**src/rtl/multicycle_control_unit.sv**
```systemverilog
// multicycle_control_unit: FETCH/DECODE/EXEC/MEM/WB sequencer for a shared-memory RV32I datapath; defining CONTROL_UNIT_INSTRET_EN adds the instret retirement counter
module multicycle_control_unit #(
  parameter int DATA_WIDTH  = 32,
  parameter int MEM_TIMEOUT = 15
) (
  input  logic                  clk,
  input  logic                  rst,
  input  logic [DATA_WIDTH-1:0] instr,
  input  logic                  EQ,
  input  logic                  LT,
  input  logic                  mem_ready,
  output logic                  IRWrite,
  output logic                  PCWrite,
  output logic [1:0]            PCsrc,
  output logic                  RegWrite,
  output logic [1:0]            ResultSrc,
  output logic [2:0]            ALUctrl,
  output logic                  ALUsrc,
  output logic [1:0]            ImmSrc,
  output logic                  MEMRead,
  output logic                  MEMWrite,
  output logic                  fault,
  output logic [2:0]            state
`ifdef CONTROL_UNIT_INSTRET_EN
  ,
  output logic [31:0]           instret
`endif
);
  typedef enum logic [2:0] {
    FETCH  = 3'b000,
    DECODE = 3'b001,
    EXEC   = 3'b010,
    MEM    = 3'b011,
    WB     = 3'b100,
    TRAP   = 3'b111
  } state_t;
  localparam logic [6:0] OP_R    = 7'b0110011;
  localparam logic [6:0] OP_I    = 7'b0010011;
  localparam logic [6:0] OP_LW   = 7'b0000011;
  localparam logic [6:0] OP_SW   = 7'b0100011;
  localparam logic [6:0] OP_BR   = 7'b1100011;
  localparam logic [6:0] OP_JAL  = 7'b1101111;
  localparam logic [6:0] OP_JALR = 7'b1100111;
  localparam int CW = MEM_TIMEOUT > 0 ? $clog2(MEM_TIMEOUT + 1) : 1;
  state_t cur, nxt;
  logic [CW-1:0] cnt;
  logic [6:0] op;
  logic [2:0] f3;
  logic is_r, is_i, is_lw, is_sw, is_br, is_jal, is_jalr;
  logic legal, taken, timeout;
  logic unused_instr;
  assign op           = instr[6:0];
  assign f3           = instr[14:12];
  assign unused_instr = ^{instr[DATA_WIDTH-1:31], instr[29:15], instr[11:7]};
  assign is_r    = op == OP_R;
  assign is_i    = op == OP_I;
  assign is_lw   = op == OP_LW;
  assign is_sw   = op == OP_SW;
  assign is_br   = op == OP_BR;
  assign is_jal  = op == OP_JAL;
  assign is_jalr = op == OP_JALR;
  assign legal = is_r || is_i || is_jal
              || ((is_lw || is_sw) && f3 == 3'b010)
              || (is_br && f3[1] == 1'b0)
              || (is_jalr && f3 == 3'b000);
  // funct3[2] picks LT vs EQ, funct3[0] inverts (BNE/BGE)
  assign taken   = (f3[2] ? LT : EQ) ^ f3[0];
  assign timeout = (MEM_TIMEOUT != 0) && (cnt == CW'(MEM_TIMEOUT));
  assign state   = cur;
  function automatic logic [2:0] alu_map(input logic [2:0] f);
    return f == 3'b000 ? 3'b000 :
           f == 3'b111 ? 3'b010 :
           f == 3'b110 ? 3'b011 :
           f == 3'b100 ? 3'b100 :
           f == 3'b010 ? 3'b101 :
           f == 3'b001 ? 3'b110 :
           f == 3'b101 ? 3'b111 : 3'b000;
  endfunction
  always_comb begin
    nxt       = cur;
    IRWrite   = 1'b0;
    PCWrite   = 1'b0;
    PCsrc     = 2'b00;
    RegWrite  = 1'b0;
    ResultSrc = 2'b00;
    ALUctrl   = 3'b000;
    ALUsrc    = 1'b0;
    ImmSrc    = 2'b00;
    MEMRead   = 1'b0;
    MEMWrite  = 1'b0;
    fault     = 1'b0;
    case (cur)
      FETCH: begin
        MEMRead = 1'b1;
        IRWrite = mem_ready;
        PCWrite = mem_ready;
        nxt     = mem_ready ? DECODE : timeout ? TRAP : FETCH;
      end
      DECODE: nxt = legal ? EXEC : TRAP;
      EXEC: begin
        if (is_r || is_i) begin
          ALUsrc  = is_i;
          ALUctrl = (is_r && f3 == 3'b000 && instr[30]) ? 3'b001 : alu_map(f3);
          nxt     = WB;
        end else if (is_lw || is_sw) begin
          ALUsrc = 1'b1;
          ImmSrc = is_sw ? 2'b01 : 2'b00;
          nxt    = MEM;
        end else if (is_br) begin
          ALUctrl = 3'b001;
          ImmSrc  = 2'b10;
          PCsrc   = 2'b01;
          PCWrite = taken;
          nxt     = FETCH;
        end else if (is_jal || is_jalr) begin
          ImmSrc    = is_jal ? 2'b11 : 2'b00;
          PCsrc     = is_jal ? 2'b01 : 2'b10;
          PCWrite   = 1'b1;
          RegWrite  = 1'b1;
          ResultSrc = 2'b10;
          nxt       = FETCH;
        end else begin
          nxt = TRAP;
        end
      end
      MEM: begin
        MEMRead  = is_lw;
        MEMWrite = is_sw;
        nxt      = mem_ready ? (is_lw ? WB : FETCH) : timeout ? TRAP : MEM;
      end
      WB: begin
        RegWrite  = 1'b1;
        ResultSrc = is_lw ? 2'b01 : 2'b00;
        nxt       = FETCH;
      end
      TRAP: fault = 1'b1;
      default: nxt = TRAP;
    endcase
    if (rst) begin
      nxt       = FETCH;
      IRWrite   = 1'b0;
      PCWrite   = 1'b0;
      PCsrc     = 2'b00;
      RegWrite  = 1'b0;
      ResultSrc = 2'b00;
      ALUctrl   = 3'b000;
      ALUsrc    = 1'b0;
      ImmSrc    = 2'b00;
      MEMRead   = 1'b0;
      MEMWrite  = 1'b0;
      fault     = 1'b0;
    end
  end
  // counter runs only while waiting in FETCH/MEM, so it is zero on every entry
  always_ff @(posedge clk) begin
    if (rst) begin
      cur <= FETCH;
      cnt <= '0;
    end else begin
      cur <= nxt;
      cnt <= ((cur == FETCH || cur == MEM) && nxt == cur) ? cnt + CW'(1) : '0;
    end
  end
`ifdef CONTROL_UNIT_INSTRET_EN
  always_ff @(posedge clk) begin
    if (rst)
      instret <= '0;
    else if (nxt == FETCH && (cur == EXEC || cur == MEM || cur == WB))
      instret <= instret + 32'd1;
  end
`endif
endmodule

```
**config.mk**
```make
export PLATFORM = sky130hd
export DESIGN_NAME = multicycle_control_unit
export DESIGN_NICKNAME = d
export VERILOG_FILES = /design/src/rtl/multicycle_control_unit.sv
export SDC_FILE = /design/constraint.sdc
export NUM_CORES = 1
export LEC_CHECK = 0
export CAP_MARGIN = 20
export CORE_UTILIZATION = 33
export CTS_BUF_LIST = sky130_fd_sc_hd__clkbuf_8
export CTS_CLUSTER_DIAMETER = 40
export DETAILED_ROUTE_END_ITERATION = 10
export PLACE_DENSITY = 0.78
export SETUP_SLACK_MARGIN = 0.1
export SLEW_MARGIN = 20
export SYNTH_ARGS = -nofsm -noshare
export SYNTH_HDL_FRONTEND = slang
export SYNTH_SLANG_ARGS = --single-unit
export TNS_END_PERCENT = 10
```
**constraint.sdc**
```tcl
create_clock -name clk -period 1.5 [get_ports clk]
set_input_delay 0.3 -clock clk [delete_from_list [all_inputs] [get_ports clk]]
set_output_delay 0.3 -clock clk [all_outputs]
set_load 0.05 [all_outputs]
```
**Yosys cells after proc, flatten, opt, wreduce, memory -nomap -nowiden**

Cells that the tools add are included.

- Register bits: 7
- Output and inout port bits: 19
- Bits of input ports: 37
- Logic and storage cells: 114

- Reduce and logical (&&, ||, !) cells: 17
- $add $sub $neg: 1
- Multiplexer cells: 71
- Bitwise operators: 3
- Eq/ne operators: 20

Operators with widths:

| operator | count |
|---|---|
| 3-bit two-way mux | 22 |
| 2-bit two-way mux | 19 |
| 1-bit two-way mux | 25 |
| 7-bit equality test, second input constant | 3 |
| 3-bit equality test, second input constant | 6 |
| 3-bit one-hot mux with 6 select lines | 1 |
| 7-bit by 6-bit equality test with 1-bit output, second input constant | 2 |
| 3-bit by 2-bit equality test with 1-bit output, second input constant | 3 |
| 1-bit logical OR | 8 |
| 7-bit by 2-bit equality test with 1-bit output, second input constant | 1 |
| 7-bit by 5-bit equality test with 1-bit output, second input constant | 1 |
| 3-bit by 1-bit equality test with 1-bit output, second input constant | 2 |
| 1-bit logical AND | 6 |
| 3-bit zero test | 2 |
| 1-bit one-hot mux with 2 select lines | 3 |
| 4-bit by 1-bit adder with 4-bit output, second input constant | 1 |
| 4-bit equality test, second input constant | 1 |
| 2-bit one-hot mux with 2 select lines | 1 |
| 3-bit equality test | 1 |
| 1-bit NOT | 2 |
| 2-bit OR reduction | 1 |
| 1-bit XOR | 1 |

**Longest topological paths before layout**

Gate-level depths: netlist (run 1).

- Depth after elaboration: 13
- Depth in mapped cells: 6
- Gate-level depth less buffers: 6

**Worst setup path before layout (run 1)**

OpenSTA, ideal clock, no wires.

- Path type: flip-flop to output port
- Start: register cur[2], in the netlist state[2]
- End: output port ResultSrc[0]
- Required time: 1.200 ns
- Cell stages (with the launch flop): 5
- Path buffers: 1
- Slack: -1.585 ns
- Data arrival time: 2.785 ns
- Cells stage by stage: dfxtp_1 > buf_2 > inv_1 > or3_1 > nor4_1

- Word-level cells in the longest chain between the ends: 3
- Elaborated cells between the ends (all ways): 4
- Those cells by class: eq/ne (2); mux (2)

Ends and longest elaborated chain:

| what | RTL line | text |
|---|---|---|
| start, declared | 45 | `state_t cur, nxt;` |
| start signal, assigned | 160 | `cur <= nxt;` |
| 3-bit equality test or 3-bit by 2-bit equality test with 1-bit output (tied branches) | 92 | `case (cur)` |
| 2-bit one-hot mux with 2 select lines * | 92 |  |
| 2-bit two-way mux * | 139 | `if (rst) begin` |
| end, declared | 16 | `output logic [1:0] ResultSrc,` |

Every way passes the cells marked *; elsewhere a longest branch is shown, timed or not.

**Worst setup path in the final report (run 1)**

- Start: register cur[0], in the netlist state[0]
- End: output port ResultSrc[0]

The elaborated chain is that of the path after synthesis.

==> results.yml, run 1 <==
status:
  status: "complete, but fails checks"
  violations: "setup timing"
place:
  portBuffers: 34
  placed_area_um2: 1650
  place_inst: 200
  pre_cts_slack_ps: -634
  dp_hpwl_um: 2230
  gp_congestion: 0.983
floorplanning:
  start_util_pct: 34.6
  dieArea_um2: 2780
  io_pins: 56
  dieWidth_um: 52.7
  rows: 18
  core_area_um2: 2450
  die_h_um: 52.7
synthesis:
  synth_edf_count: 0
  yosys-top-cells-area: "dfxtp_1 (17%), nor2_1 (5.3%), a21oi_1 (4.7%), nand3_1 (3.5%), nand2_1 (3.1%)"
  yosys.area.top_type: "dfxtp_1"
  avgSynthCellArea_um2: 7.19
  yosysMostFrequentCell: "nor2_1"
  syn-num-nets: 156
  async_reset_ff_share_pct: 0
  ys_ff_latch: 7
  syn_inst: 118
  ys_types: 48
  ys_top_cells_by_count: "nor2_1 (12), a21oi_1 (8), dfxtp_1 (7), nand2_1 (7), nand3_1 (6)"
  synth_top_area_share_pct: 16.5
  yosysWarningCount: 0
  ys.flop_type: "dfxtp_1"
  syn_area_um2: 848
  yosysSeqAreaShare_pct: 16.5
detailed_routing:
  drc: 0
  routedWlPerCell_um: 15.0
  routed_via_density: 5.50
  drtAntennaViolNets: 0
  drt_iter0_drc: 18
  num_vias: 1132
  dr.pass1.iters: 4
  wirelength_um: 3080
hold_path:
  whs_path_depth: 1
  min_from: "cnt[0]"
  holdPathEnd: "cnt[0]"
  worstHoldPathType: "reg -> reg"
finish:
  synthToLayoutAreaGrowth_pct: 115
  antenna_cells: 0
  final_cell_area_um2: 1820
  regArea_um2: 149
  final_cells: 206
  finalNetCount: 215
  multi_input_area_um2: 825
  drive_gt1_share_pct: 55.7
  n_fill_cell: 185
  final_util_pct: 74.2
worst_setup_path:
  cp.required_ps: 1200
  ff2ff_path_depth: 6
  worstSetupEndpointType: "output pin"
  startpoint_type: "flip-flop"
  path_cells: "or2_1 -> or3_4 -> nor4_4 -> buf_12"
  r2r_start: "cnt[0]"
  rrSetupSlack_ps: -50
  reg2reg_to: "cnt[1]"
  crit_path_top_delay_cell: "or3_4"
  crit_path_max_incr_delay_ps: 360
  worstPathArrival_ps: 1550
  path_max_fanout: 3
  path_class: "reg -> out"
timing:
  slew_headroom_pct: 75.4
  setup_ws_ps: -346
  timing.final.crit_share_pct: 123
  finalClockSkew_ps: 0.739
  finalCriticalPeriod_ps: 1850
  finalHoldViolations: 0
  max_freq_mhz: 542
  rsz0062_at_grt: "yes"
  drv_slew: 0
  finalSetupViolCount: 21
  tightestPinTransition_ps: 366
power_and_ir_drop:
  pwr_density_cell_nw_per_um2: 1220
  ir_worst_vdd_v: 0.00151
  power_uw: 2210
  p_leak_uw: 0.000755
global_routing:
  grt_overflow: 0
  grt_pass1_vias: 1046
  grt_pass1_wl_um: 4490
  grt_max_degree: 14
  grtUsageTotal_pct: 21.4
  antenna_found_initial: 0
clock_tree:
  cts_hold_buf: 0
  insertion_delay_ps: 220
  cts_buffers: 3
  root_buffer: "clkbuf_8"
  cts_max_path_buffers: 2
  ctsHtreeMaxLevel: 1
  clock_sinks: 7
  path_clk_slew_ps: 40
  cts_tree: "built"
job:
  cap_violations: 0
## layout make-up
| class | instances | area share (%) |
|---|---|---|
| Clock buffer | 3 | 2.27 |
| Clock inverter | 1 | 0.206 |
| Inverter | 5 | 1.03 |
| Multi-Input combinational cell | 97 | 45.3 |
| Sequential cell | 7 | 8.18 |
| Tap cell | 30 | 2.06 |
| Timing Repair Buffer | 63 | 41.0 |
## power by group
| group | switching, µW | internal, µW | leakage [µW] | total [µW] |
|---|---|---|---|---|
| logic | 909 | 739 | 0.000669 | 1650 |
| registers | 52.0 | 263 | 0.0000588 | 315 |
| clock network | 74.9 | 176 | 0.0000269 | 251 |
## through the flow
| step | TNS [ps] | hold slack (ps) |
|---|---|---|
| CTS | -4440 | 449 |
| finish | -3710 | 446 |
| global route | -4890 | 455 |
| floorplan | -5630 | 418 |
| detailed placement | -11410 | 440 |
| global placement | -10510 | 426 |
## state kept, by name, indices dropped and copies added (netlist names)
register	cells
cnt	4
state	3
## layer usage
metal | GRT usage, % | part of all wire [%] | vias to the layer above | wire length (µm)
met5 | 0 | 0 | - | 0
met3 | 1.45 | 5.9 | 7 | 182
met4 | 7.89 | 1.9 | 0 | 60
met2 | 40.5 | 53 | 50 | 1650
li1 | - | - | 543 | -
met1 | 24.4 | 39 | 532 | 1190
## kinds of logic (layout without fill, tap and decap cells)
group	after synthesis	after routing	synth area share (%)
muxes	2	2	2.36
adders and majority gates	1	1	1.47
buffers and inverters	14	72	8.85
DFF	7	7	16.5
xor gates and xnor gates	3	3	3.10
AOI/OAI and AO/OA	31	31	26.8
and+or+nand+nor	60	60	40.9
## repair_timing
action,in CTS,in global routing
buffers inserted,0,2
gates cloned,0,0
resized for setup,38,30
pin swaps,13,14
endpoints found under the setup margin,23,23
## placed cells by master (no fill, tap or decap), drive strengths merged, types with 2 or more instances in the layout
master	Yosys	final
nor3	5	5
nand2b	3	3
o21ai	6	6
a31oi	4	4
xor2	2	2
clkdlybuf4s15	0	4
nor2b	3	3
dlygate4sd2	0	2
a211oi	3	3
buf	6	50
or2	3	3
nand2	7	7
clkbuf	3	7
o31ai	2	2
nand3b	2	2
and3	4	4
nor4	2	2
inv	5	6
dfxtp	7	7
mux2i	2	2
nor2	12	12
and2	4	4
a21oi	10	10
nand3	6	6
nand4	2	2
dlymetal6s2s	0	3
## worst max-delay path: cells and delay by family (launching register included)
| kind | cells | cell delay, ps |
|---|---|---|
| flip-flops | 1 | 350 |
| AND/OR/NAND/NOR | 3 | 790 |
| buffers and inverters | 1 | 180 |
## how the worst max path moves through the flow
| stage | from | endpoint | slack, ps | depth (start not counted) |
|---|---|---|---|---|
| floorplan | state[2] | ResultSrc[0] | -510 | 4 |
| global placement | rst | ALUctrl[2] | -530 | 6 |
| global route | state[0] | ResultSrc[0] | -380 | 4 |
| detailed placement | rst | ALUctrl[2] | -630 | 6 |
| CTS | state[0] | ResultSrc[0] | -480 | 4 |
| finish | state[0] | ResultSrc[0] | -350 | 4 |
Note: power is estimated with default switching activity, not from simulation.
==> inputs of run 2 (changes only) <==
CORE_ASPECT_RATIO = 0.9   (was not set)
==> results.yml, run 2 (same netlist as run 1, synthesis figures left out) <==
global_routing:
  grt_overflow: 0
  grt_pass1_vias: 1117
  grtUsageTotal_pct: 21.6
  antenna_found_initial: 0
  grt_max_degree: 14
  grt_pass1_wl_um: 4810
floorplanning:
  dieWidth_um: 55.4
  core_area_um2: 2450
  die_h_um: 50.1
  start_util_pct: 34.7
  dieArea_um2: 2780
  io_pins: 56
  rows: 17
detailed_routing:
  routedWlPerCell_um: 15.1
  wirelength_um: 3090
  routed_via_density: 5.55
  num_vias: 1137
  drc: 0
  dr.pass1.iters: 4
  drt_iter0_drc: 34
  drtAntennaViolNets: 0
finish:
  largest_reg_flops: 4
  finalNetCount: 216
  antenna_cells: 0
  synthToLayoutAreaGrowth_pct: 118
  multi_input_area_um2: 833
  layout_commonest_cell: "buf_4"
  final_cell_mix: "buf_4 (24), buf_12 (19), dlygate4sd2_1 (9)"
  max_flop_register: "cnt"
  regArea_um2: 149
  drive_gt1_share_pct: 54.8
  final_cell_area_um2: 1850
  n_fill_cell: 178
worst_setup_path:
  startpoint_type: "flip-flop"
  path_class: "reg -> out"
  worstPathArrival_ps: 1550
  worstSetupEndpointType: "output pin"
  cp.required_ps: 1200
  path_max_fanout: 3
timing:
  finalHoldViolations: 0
  rsz0062_at_grt: "yes"
  max_freq_mhz: 540
  finalClockSkew_ps: 2.33
  slew_headroom_pct: 82.5
  drv_slew: 0
  finalCriticalPeriod_ps: 1850
  tightestPinTransition_ps: 255
  finalSetupViolCount: 20
  setup_ws_ps: -353
  timing.final.crit_share_pct: 124
clock_tree:
  cts_max_path_buffers: 2
  cts_buffers: 3
  ctsHtreeMaxLevel: 1
  path_clk_slew_ps: 40
  insertion_delay_ps: 220
  root_buffer: "clkbuf_8"
  cts_hold_buf: 0
  clock_sinks: 7
  cts_tree: "built"
place:
  placed_area_um2: 1660
  dp_hpwl_um: 2410
  portBuffers: 34
  gp_congestion: 0.858
  pre_cts_slack_ps: -586
job:
  cap_violations: 0
hold_path:
  worstHoldPathType: "reg -> reg"
power_and_ir_drop:
  pwr_density_cell_nw_per_um2: 1250
  ir_worst_vdd_v: 0.00119
  p_leak_uw: 0.000757
status:
  violations: "setup timing"
  status: "complete, but fails checks"
==> run 2: where the power goes <==
part           internal, µW  switching, µW  total, µW
clock network           176           69.7        246
registers               262           43.6        306
logic                   801            960       1760
total                  1240           1070       2310
==> run 2: worst paths after layout <==
check	from	endpoint	slack (ps)	depth (start not counted)
max	state[0]	ResultSrc[1]	-350	7
min	cnt[0]	cnt[0]	450	1
max reg2reg	state[0]	cnt[1]	-170	8
min reg2reg	cnt[0]	cnt[0]	450	1
==> run 2: layout make-up <==
class	count	share of cell area, %
inverter	5	1.02
timing repair buffer	64	41.5
sequential	7	8.06
clock inverter	1	0.203
multi-input combinational	97	45.1
clock buffer	3	2.24
tap	28	1.90
==> run 2: worst max-delay path, cell delays in order, from the launching register on <==
cell and delay [ps]:
dfxtp_4 330, buf_6 110, nor3_4 180, and2_4 190
buf_6 120, nand3_2 120, inv_1 140, buf_12 140
==> run 2: per-layer routing <==
layer,GRT usage [%],routed length [µm],vias to the layer above
met5,0,0,-
met4,6.67,21,0
met3,4.46,171,4
met2,41.6,1620,50
met1,23.7,1280,532
li1,-,-,551
==> run 2: stage by stage <==
step                      total power [µW]  util (%)  cells  hold WS, ps  TNS, ps
after floorplan                       1200         -    118          418    -5630
after global placement                1850      68.0    200          430   -10170
after detailed placement              1900      68.0    200          446   -10860
after CTS                             2230      72.5    204          455    -5190
after global routing                  2430      75.5    205          468    -6580
final                                 2310      75.5    205          450    -5130
==> run 2: what timing repair did <==
item,4_1_cts,5_1_grt
hold endpoints to repair,0,0
pin swaps,15,8
buffers inserted,0,1
resized for setup,40,18
setup endpoints to repair,23,23
